===== src/rtl/counter_gate_ctrl.sv =====
// counter_gate_ctrl: gating controller for the 8-bit event counter.
// A rising edge on start begins a run that emits len single-cycle enable
// pulses spaced div+1 cycles apart (len==0 runs until stop), followed by a
// one-cycle done pulse. All outputs are registered.
// Optional build macro COUNTER_GATE_SYNC_EN: passes start and stop through
// two-flop synchronizers, which adds two cycles to every input-to-response
// latency. Without it, start and stop must be synchronous to clk.
module counter_gate_ctrl #(
    parameter int DIV_W = 8,
    parameter int LEN_W = 16
) (
    input  logic             clk,
    input  logic             rst_n,
    input  logic             start,
    input  logic             stop,
    input  logic [DIV_W-1:0] div,
    input  logic [LEN_W-1:0] len,
    output logic             enable,
    output logic             busy,
    output logic             done,
    output logic [LEN_W-1:0] tick_cnt
);

    localparam logic [1:0] IDLE = 2'd0;
    localparam logic [1:0] RUN  = 2'd1;
    localparam logic [1:0] DONE = 2'd2;

    localparam logic [DIV_W-1:0] DIV_ONE = 1;
    localparam logic [LEN_W-1:0] LEN_ONE = 1;

    logic start_in;
    logic stop_in;

`ifdef COUNTER_GATE_SYNC_EN
    // start chain resets high so a start held across reset is not an edge;
    // stop chain resets low so nothing is aborted out of reset.
    logic [1:0] start_sync_reg;
    logic [1:0] stop_sync_reg;

    // Two-flop synchronizers for the asynchronous control inputs
    always_ff @(posedge clk or negedge rst_n) begin
        if (!rst_n) begin
            start_sync_reg <= 2'b11;
            stop_sync_reg  <= 2'b00;
        end else begin
            start_sync_reg <= {start_sync_reg[0], start};
            stop_sync_reg  <= {stop_sync_reg[0], stop};
        end
    end

    assign start_in = start_sync_reg[1];
    assign stop_in  = stop_sync_reg[1];
`else
    assign start_in = start;
    assign stop_in  = stop;
`endif

    logic [1:0]       state_reg,  state_next;
    logic [DIV_W-1:0] pre_reg,    pre_next;
    logic [DIV_W-1:0] div_reg,    div_next;
    logic [LEN_W-1:0] len_reg,    len_next;
    logic [LEN_W-1:0] tick_reg,   tick_next;
    logic             enable_reg, enable_next;
    logic             busy_reg,   busy_next;
    logic             done_reg,   done_next;
    logic             start_q_reg;
    logic             start_rise;
    logic [LEN_W-1:0] tick_inc;

    assign start_rise = start_in & ~start_q_reg;
    assign tick_inc   = tick_reg + LEN_ONE;

    // Next-state logic: enable and done default low so each is a single-cycle
    // pulse unless re-asserted (div_reg==0 re-asserts enable every cycle).
    always_comb begin
        state_next  = state_reg;
        pre_next    = pre_reg;
        div_next    = div_reg;
        len_next    = len_reg;
        tick_next   = tick_reg;
        enable_next = 1'b0;
        busy_next   = busy_reg;
        done_next   = 1'b0;
        case (state_reg)
            IDLE: begin
                // stop is deliberately not looked at here
                if (start_rise) begin
                    div_next   = div;
                    len_next   = len;
                    pre_next   = '0;
                    tick_next  = '0;
                    busy_next  = 1'b1;
                    state_next = RUN;
                end
            end
            RUN: begin
                if (stop_in) begin
                    done_next  = 1'b1;
                    state_next = DONE;
                end else if (pre_reg == div_reg) begin
                    pre_next    = '0;
                    enable_next = 1'b1;
                    tick_next   = tick_inc;
                    // Last pulse and done share the same cycle
                    if ((len_reg != '0) && (tick_inc == len_reg)) begin
                        done_next  = 1'b1;
                        state_next = DONE;
                    end
                end else begin
                    pre_next = pre_reg + DIV_ONE;
                end
            end
            DONE: begin
                // Any start edge seen here is dropped
                busy_next  = 1'b0;
                state_next = IDLE;
            end
            default: begin
                busy_next  = 1'b0;
                state_next = IDLE;
            end
        endcase
    end

    // State and output registers with asynchronous clear
    always_ff @(posedge clk or negedge rst_n) begin
        if (!rst_n) begin
            state_reg   <= IDLE;
            pre_reg     <= '0;
            div_reg     <= '0;
            len_reg     <= '0;
            tick_reg    <= '0;
            enable_reg  <= 1'b0;
            busy_reg    <= 1'b0;
            done_reg    <= 1'b0;
            start_q_reg <= 1'b1;
        end else begin
            state_reg   <= state_next;
            pre_reg     <= pre_next;
            div_reg     <= div_next;
            len_reg     <= len_next;
            tick_reg    <= tick_next;
            enable_reg  <= enable_next;
            busy_reg    <= busy_next;
            done_reg    <= done_next;
            start_q_reg <= start_in;
        end
    end

    assign enable   = enable_reg;
    assign busy     = busy_reg;
    assign done     = done_reg;
    assign tick_cnt = tick_reg;

endmodule


===== config.mk =====
export PLATFORM = sky130hd
export DESIGN_NAME = counter_gate_ctrl
export DESIGN_NICKNAME = d
export VERILOG_FILES = /design/src/rtl/counter_gate_ctrl.sv
export SDC_FILE = /design/constraint.sdc
export NUM_CORES = 1
export LEC_CHECK = 0
export ABC_AREA = 1
export BUFFER_PORTS_ARGS = -buffer_cell sky130_fd_sc_hd__buf_2
export CELL_PAD_IN_SITES_DETAIL_PLACEMENT = 1
export CELL_PAD_IN_SITES_GLOBAL_PLACEMENT = 1
export CORE_ASPECT_RATIO = 0.7
export CORE_UTILIZATION = 35
export DETAILED_ROUTE_END_ITERATION = 8
export PLACE_DENSITY_LB_ADDON = 0.1
export SYNTH_ARGS = -nofsm -noshare
export SYNTH_HDL_FRONTEND = slang
export SYNTH_SLANG_ARGS = --single-unit

===== constraint.sdc =====
create_clock -name clk -period 1.9 [get_ports clk]
set_input_delay 0.19 -clock clk [delete_from_list [all_inputs] [get_ports clk]]
set_output_delay 0.19 -clock clk [all_outputs]
set_load 0.02 [all_outputs]

==> summary.md, run 1 <==
| Metric | Value |
|---|---|
| Fmax | `523.9 MHz` |
| Period utilization | `100.5%` |
| Critical path type | `flop to flop` |
| Min cycle time layout | `1.909 ns` |
| Net Sw Power | `1040 uW` |
| Area grow syn2layout | `28.45%` |
| DR vias/cell | `5.043` |
| Row cnt | `27` |
| Final core occ | `47.65%` |
| Remaining Overflow, GRT | `0` |
| Clock share of power | `about a third` |
| Vias in the first global route | `~3000` |
| Hold Slack | `a little over 0.09 ns` |
| Initial antenna violation count | `0` |
| Clk_lat worst skew | `0.30 ns` |
| Post-synth top cells | `nand2_1, dfrtp_1, inv_1` |
| Worst VDD drop | `373.6 uV` |
| GRT Total Usage | `23.26%` |
| Most common cell in the netlist | `nand2_1` |
| Final setup viols | `1` |
| Crit path buffers/inverters | `0` |
| Crit-path leading delay family | `simple AND/OR/NAND/NOR gates` |
| Cell variety after synth | `30` |
| Placed Cells | `557` |
| Critical path's largest stage delay | `0.45 ns` |
| Antenna-violating nets left | `0` |
| Number of synthesized flops with an enable pin | `0` |
| RSZ-0062 raised after global routing | `yes` |
| Startpoint Class | `flop` |
| Ys Warns | `0` |
| Int Pwr | `2225 uW` |
| Flop pwr share | `44.6%` |
| Final-report max-slew violation count | `0` |
| Fillers | `1014` |
| Failing checks | `negative setup slack` |
| Global placement routability congestion | `0.8509` |
| Post-Syn Instances | `401` |
| Cell area after synthesis | `2995 um2` |
| Syn nets | `431` |
| First drt pass iteration count | `4` |
| Die Height | `79.40 um` |
| Max Root-Sink Buffers | `2` |
| Initial DRC count | `about 130` |
| Sequential share of the synthesized area | `between 40% and 50%` |
| Share of cells above drive strength 1 | `25.32%` |
| Largest net degree at the start of global routing | `30` |
| Sink Count | `between 50 and 60` |
| Synth area leaders | `dfrtp_1, nand2_1, inv_1` |
| CP cell instances | `ha_4 > xnor2_2 > nand2_1 > nor2_2 > nand3_1 > nor2_1 > nand3_1 > nor2_2 > nand3_2 > nor2_2 > nor2_1` |
| Area of the die | `just under 9000 um2` |
| Slew HR | `56.30%` |
| Max cap viols | `0` |
| FF+latch count, synth | `54` |
| Detail Placement HPWL | `6832 um` |
| Worst-path fanout max | `3` |
| Reg clk slew, reported paths | `0.07 ns` |
| Final hold violation count | `0` |
| Leading area contributor after synthesis | `dfrtp_1` |
| Pwr Density | `848.8 nW/um2` |
| Final WL | `approximately 9400 um` |
| TritonCTS buffer count | `5` |
| Post-layout power | `3266 uW` |
| Top FF cell, synth | `dfrtp_1` |
| # port buffers | `46` |
| Via Count | `2900` |
| Combinational Power Share | `22.7%` |
| Average wire per standard cell | `16.40 um` |
| Hold WC Path Type | `primary input to flop` |
| Initial Util | `a little under two fifths` |
| Worst Tran Pin Value | `0.6555 ns` |
| CP max-delay cell | `dfrtp_2` |
| CORE AREA | `about 8100 um2` |
| Status | `complete, but fails checks` |
| Worst Slack Setup Final | `-0.008623 ns` |
| FF-to-FF setup slack | `-0.009 ns` |
| H-tree Lvls | `2` |
| Req. time, crit path | `2.10 ns` |
| TritonCTS clock tree | `yes` |
| First-pass GRT wire length | `15670 um` |
| CTS Root Cell | `clkbuf_16` |
| Most Frequent Cell on Critical Path | `nor2_2` |
| Ports | `47` |
| Post-Syn Area per Cell | `7.470 um2` |
| DR DRC count | `0` |
| Clock Skews | `0.005730 ns` |
| WP data arrival | `2.11 ns` |
| Die width | `112.6 um` |
| Final std cells w/o fill | `575` |
| Layout Nets | `503` |
| Share of the synthesized area in the top cell type | `44.28%` |
| Worst setup EP type | `flop` |
| Pleak | `around 0.0019 uW` |
| Post-synth ARST share | `100.0%` |
| Switching Share | `between 30% and 40%` |
| N_diodes | `0` |
[power groups by stage]
stage | Sequential [uW] | Clock [uW] | Combinational, uW
final | 1460 | 1070 | 740
after global routing | 1480 | 1130 | 846
after CTS | 1450 | 1100 | 728
after detailed placement | 1470 | 0 | 701
after global placement | 1470 | 0 | 681
after floorplan | 1440 | 0 | 437
[worst reg2reg max path, cell delays in order, from the launching register on]
cell     delay [ns]
dfrtp_2        0.45
ha_4           0.27
xnor2_2        0.14
nand2_1        0.08
nor2_2         0.12
nand3_1        0.08
nor2_1         0.10
nand3_1        0.10
nor2_2         0.16
nand3_2        0.13
nor2_2         0.12
nor2_1         0.05
[metrics by stage]
step	setup WS [ns]	cell area, um2	TNS (ns)
final	-0.008623	3847	-0.008623
after global routing	-0.1664	3847	-0.3730
after CTS	0.005250	3740	0
after detailed placement	-0.04714	3475	-0.04714
after global placement	0.02427	3475	0
after floorplan	0.01769	2995	0
[repair_timing]
item	CTS	global route
endpoints found under the hold margin	25	0
setup endpoints to repair	3	6
setup buffers	3	4
gates cloned	1	0
pin swaps	5	11
hold buffers	2	0
resized for setup	13	18
[metal layers]
layer  track usage [%]  vias up  share of wire, %
met4             7.733        0               1.1
met1             33.96     1417                52
met2             35.06       51                43
li1                  -     1422                 -
met3             3.569       10               4.4
met5                 0        -                 0
[layout make-up]
| cell class | count | area (um2) | area share [%] |
|---|---|---|---|
| repair buffers | 71 | 467.9 | 12.16 |
| multi-input cells | 287 | 1524 | 39.61 |
| inverters | 54 | 205.2 | 5.333 |
| well taps | 101 | 126.4 | 3.285 |
| clock inverters | 3 | 40.04 | 1.041 |
| flip-flops and latches | 54 | 1359 | 35.32 |
| clock buffers | 5 | 125.1 | 3.252 |
[logic make-up after synthesis]
family / Yosys count / synth area share [%]
AO/OA/AOI/OAI: 49 / 9.064
XOR/XNOR: 14 / 4.553
adder cells (fa/ha/maj): 2 / 0.8353
buffers and inverters: 61 / 7.811
flip-flops: 54 / 45.15
AND/OR/NAND/NOR: 221 / 32.58
[final timing paths]
kind,start,end,cells past startpoint
max,tick_cnt[1],state_reg[0],11
min reg2reg,div_reg[5],div_reg[5],2
min,len[3],len_reg[3],3
min in group asynchronous,rst_n,enable,2
max reg2reg,tick_cnt[1],state_reg[0],11
max in group asynchronous,rst_n,tick_cnt[8],3
[cells in the final DEF (no fill, tap or decap), types with 2 or more instances in the layout]
master           n
xnor2_1          5
nand3_1         35
a21oi_1          4
nor2_2          11
nand2_2          5
dfrtp_2          5
clkbuf_16        5
inv_1           50
nand4_1          7
buf_6            2
buf_2           46
inv_2            3
xor2_1           6
nand2_4          2
o21ai_0         27
clkinv_2         2
a22oi_1          2
buf_12           3
dlygate4sd3_1    2
o21ai_1          2
nor2_4           6
buf_4           18
nor2_1          22
nand2_1        127
o22ai_1         11
dfrtp_1         48
Power figures use the tool's default switching activity.
==> run 2: changes to the inputs <==
Settings changed: CTS_BUF_LIST set to sky130_fd_sc_hd__clkbuf_4 sky130_fd_sc_hd__clkbuf_8.
==> summary.md, run 2 (same netlist as run 1, synthesis figures left out) <==
| Metric | Value |
|---|---|
| Status | `complete, but fails checks` |
| Failing checks | `negative setup slack` |
| Initial antenna violation count | `0` |
| Via Count | `between 2000 and 3000` |
| Final WL | `9319 um` |
| CP cell instances | `ha_4 > nand3_1 > nor2_1 > nand2_1 > nand3_1 > nand2_1 > nor2_1 > nand3_1 > nor2_2 > nand3_2 > nor2_2 > nor2_1` |
| Clk_lat worst skew | `~0.32 ns` |
| Final core occ | `around 47%` |
| Row cnt | `27` |
| Switching Share | `about a third` |
| Area grow syn2layout | `25.65%` |
| Met1 wire length | `5086 um` |
| Reg2Reg Capture Point | `state_reg[0]` |
| Hold WC Path Type | `primary input to flop` |
| Wire length on met3 | `326 um` |
| CORE AREA | `8074 um2` |
| Period utilization | `102.1%` |
| Combinational Power Share | `24.5%` |
| Share of cells above drive strength 1 | `between 20% and 30%` |
| Detail Placement HPWL | `between 6000 and 7000 um` |
| Fmax | `roughly 520 MHz` |
| Hold Slack | `0.06563 ns` |
| Area of the die | `slightly below 9000 um2` |
| Critical path type | `flop to flop` |
| CTS Root Cell | `clkbuf_8` |
| TritonCTS buffer count | `5` |
| Layout Nets | `503` |
| Most common cell after layout, fill and taps aside | `nand2_1` |
| Final-report max-slew violation count | `0` |
| Max cap viols | `0` |
| Worst Setup SP | `tick_cnt[1]` |
| Flop pwr share | `between 40% and 50%` |
| Worst Slack Setup Final | `-0.03975 ns` |
| Vias in the first global route | `just under 3000` |
| Global placement routability congestion | `0.8509` |
| Ports | `47` |
| Clock share of power | `26.9%` |
| Min cycle time layout | `1.940 ns` |
| Crit path buffers/inverters | `0` |
| Initial Util | `37.10%` |
| Int Pwr | `approximately 2000 uW` |
| Net Sw Power | `1000 uW` |
| Top sig layer | `met4` |
| Pleak | `0.001843 uW` |
| Sink Count | `54` |
| Worst-path fanout max | `3` |
| Max Root-Sink Buffers | `2` |
| Final std cells w/o fill | `575` |
| First drt pass iteration count | `4` |
| Critical path's largest stage delay | `0.45 ns` |
| N_diodes | `0` |
| # port buffers | `46` |
| Crit-path leading delay family | `simple AND/OR/NAND/NOR gates` |
| Reg clk slew, reported paths | `0.10 ns` |
| Worst setup EP type | `flop` |
| FF-to-FF setup slack | `-0.04 ns` |
| Antenna-violating nets left | `0` |
| DR DRC count | `0` |
| WP data arrival | `2.17 ns` |
| H-tree Lvls | `2` |
| Placed Cells | `557` |
| Pwr Density | `794.1 nW/um2` |
| Startpoint Class | `flop` |
| Largest net degree at the start of global routing | `30` |
| First-pass GRT wire length | `15060 um` |
| Final setup viols | `1` |
| Reg-to-Reg Start | `tick_cnt[1]` |
| Die width | `roughly 110 um` |
| Remaining Overflow, GRT | `0` |
| RSZ-0062 raised after global routing | `yes` |
| DR vias/cell | `4.969` |
| Initial DRC count | `116` |
| Clock Skews | `around 0.0086 ns` |
| Slew HR | `57.00%` |
| Worst VDD drop | `323.2 uV` |
| Worst r2r path cells | `12` |
| Met2 WL | `around 3800 um` |
| Critical path endpoint | `state_reg[0]` |
| Final hold violation count | `0` |
| CP max-delay cell | `dfrtp_1` |
| Average wire per standard cell | `between 15 and 20 um` |
| Commonest non-fill, non-tap cells in the layout | `nand2_1, dfrtp_1, inv_1` |
| GRT Total Usage | `22.24%` |
| Crit path depth | `12` |
| TritonCTS clock tree | `yes` |
| Worst Tran Pin Value | `0.6450 ns` |
| Die Height | `between 70 and 80 um` |
| Req. time, crit path | `approximately 2.1 ns` |
[run 2: worst min path at each step]
stage | startpoint | endpoint | depth (start not counted) | slack (ns)
floorplan | rst_n | busy | 0 | -0.11
global placement | rst_n | enable | 1 | 0.25
detailed placement | rst_n | enable | 1 | 0.26
CTS | len[3] | len_reg[3] | 3 | 0.06
global route | div[7] | div_reg[7] | 3 | 0.06
finish | len[13] | len_reg[13] | 3 | 0.07
[run 2: what timing repair did]
| action | 4_1_cts | 5_1_grt |
|---|---|---|
| hold endpoints to repair | 25 | 0 |
| gates cloned | 1 | 0 |
| gates resized for setup | 6 | 20 |
| setup endpoints to repair | 3 | 7 |
| pin swaps | 3 | 12 |
| setup buffers | 4 | 4 |
| hold buffers | 2 | 0 |
[run 2: tightest hold or removal path, stage by stage]
cell     delay, ns
buf_2         0.07
nand2_1       0.04
o21ai_0       0.05
[run 2: through the flow]
step	total power [uW]	instance area, um2	TNS [ns]	setup WS, ns
floorplan	1877	2995	0	0.01769
global placement	2151	3475	0	0.02427
CTS	2999	3665	0	0.002693
finish	2989	3764	-0.03975	-0.03975
detailed placement	2171	3475	-0.04714	-0.04714
global route	3170	3764	-0.4531	-0.1907
[run 2: power groups by stage]
stage | Clock [uW] | Sequential [uW] | Combinational, uW
after CTS | 831 | 1450 | 721
after global placement | 0 | 1470 | 681
after floorplan | 0 | 1440 | 437
final | 805 | 1450 | 731
after detailed placement | 0 | 1470 | 701
after global routing | 860 | 1470 | 838
[run 2: cell type report]
| cell class | count | area [um2] |
|---|---|---|
| multi-input combinational | 287 | 1513 |
| timing repair buffer | 71 | 455.4 |
| fill | 1028 | 4310 |
| sequential | 54 | 1355 |
| tap | 101 | 126.4 |
| clock buffer | 5 | 68.82 |
| clock inverter | 3 | 40.04 |
| inverter | 54 | 205.2 |
[run 2: layer usage]
metal  GRT usage [%]  vias up
met5               0        -
met4           6.133        0
met3           3.797        8
met2           32.35       49
met1           33.62     1378
li1                -     1422
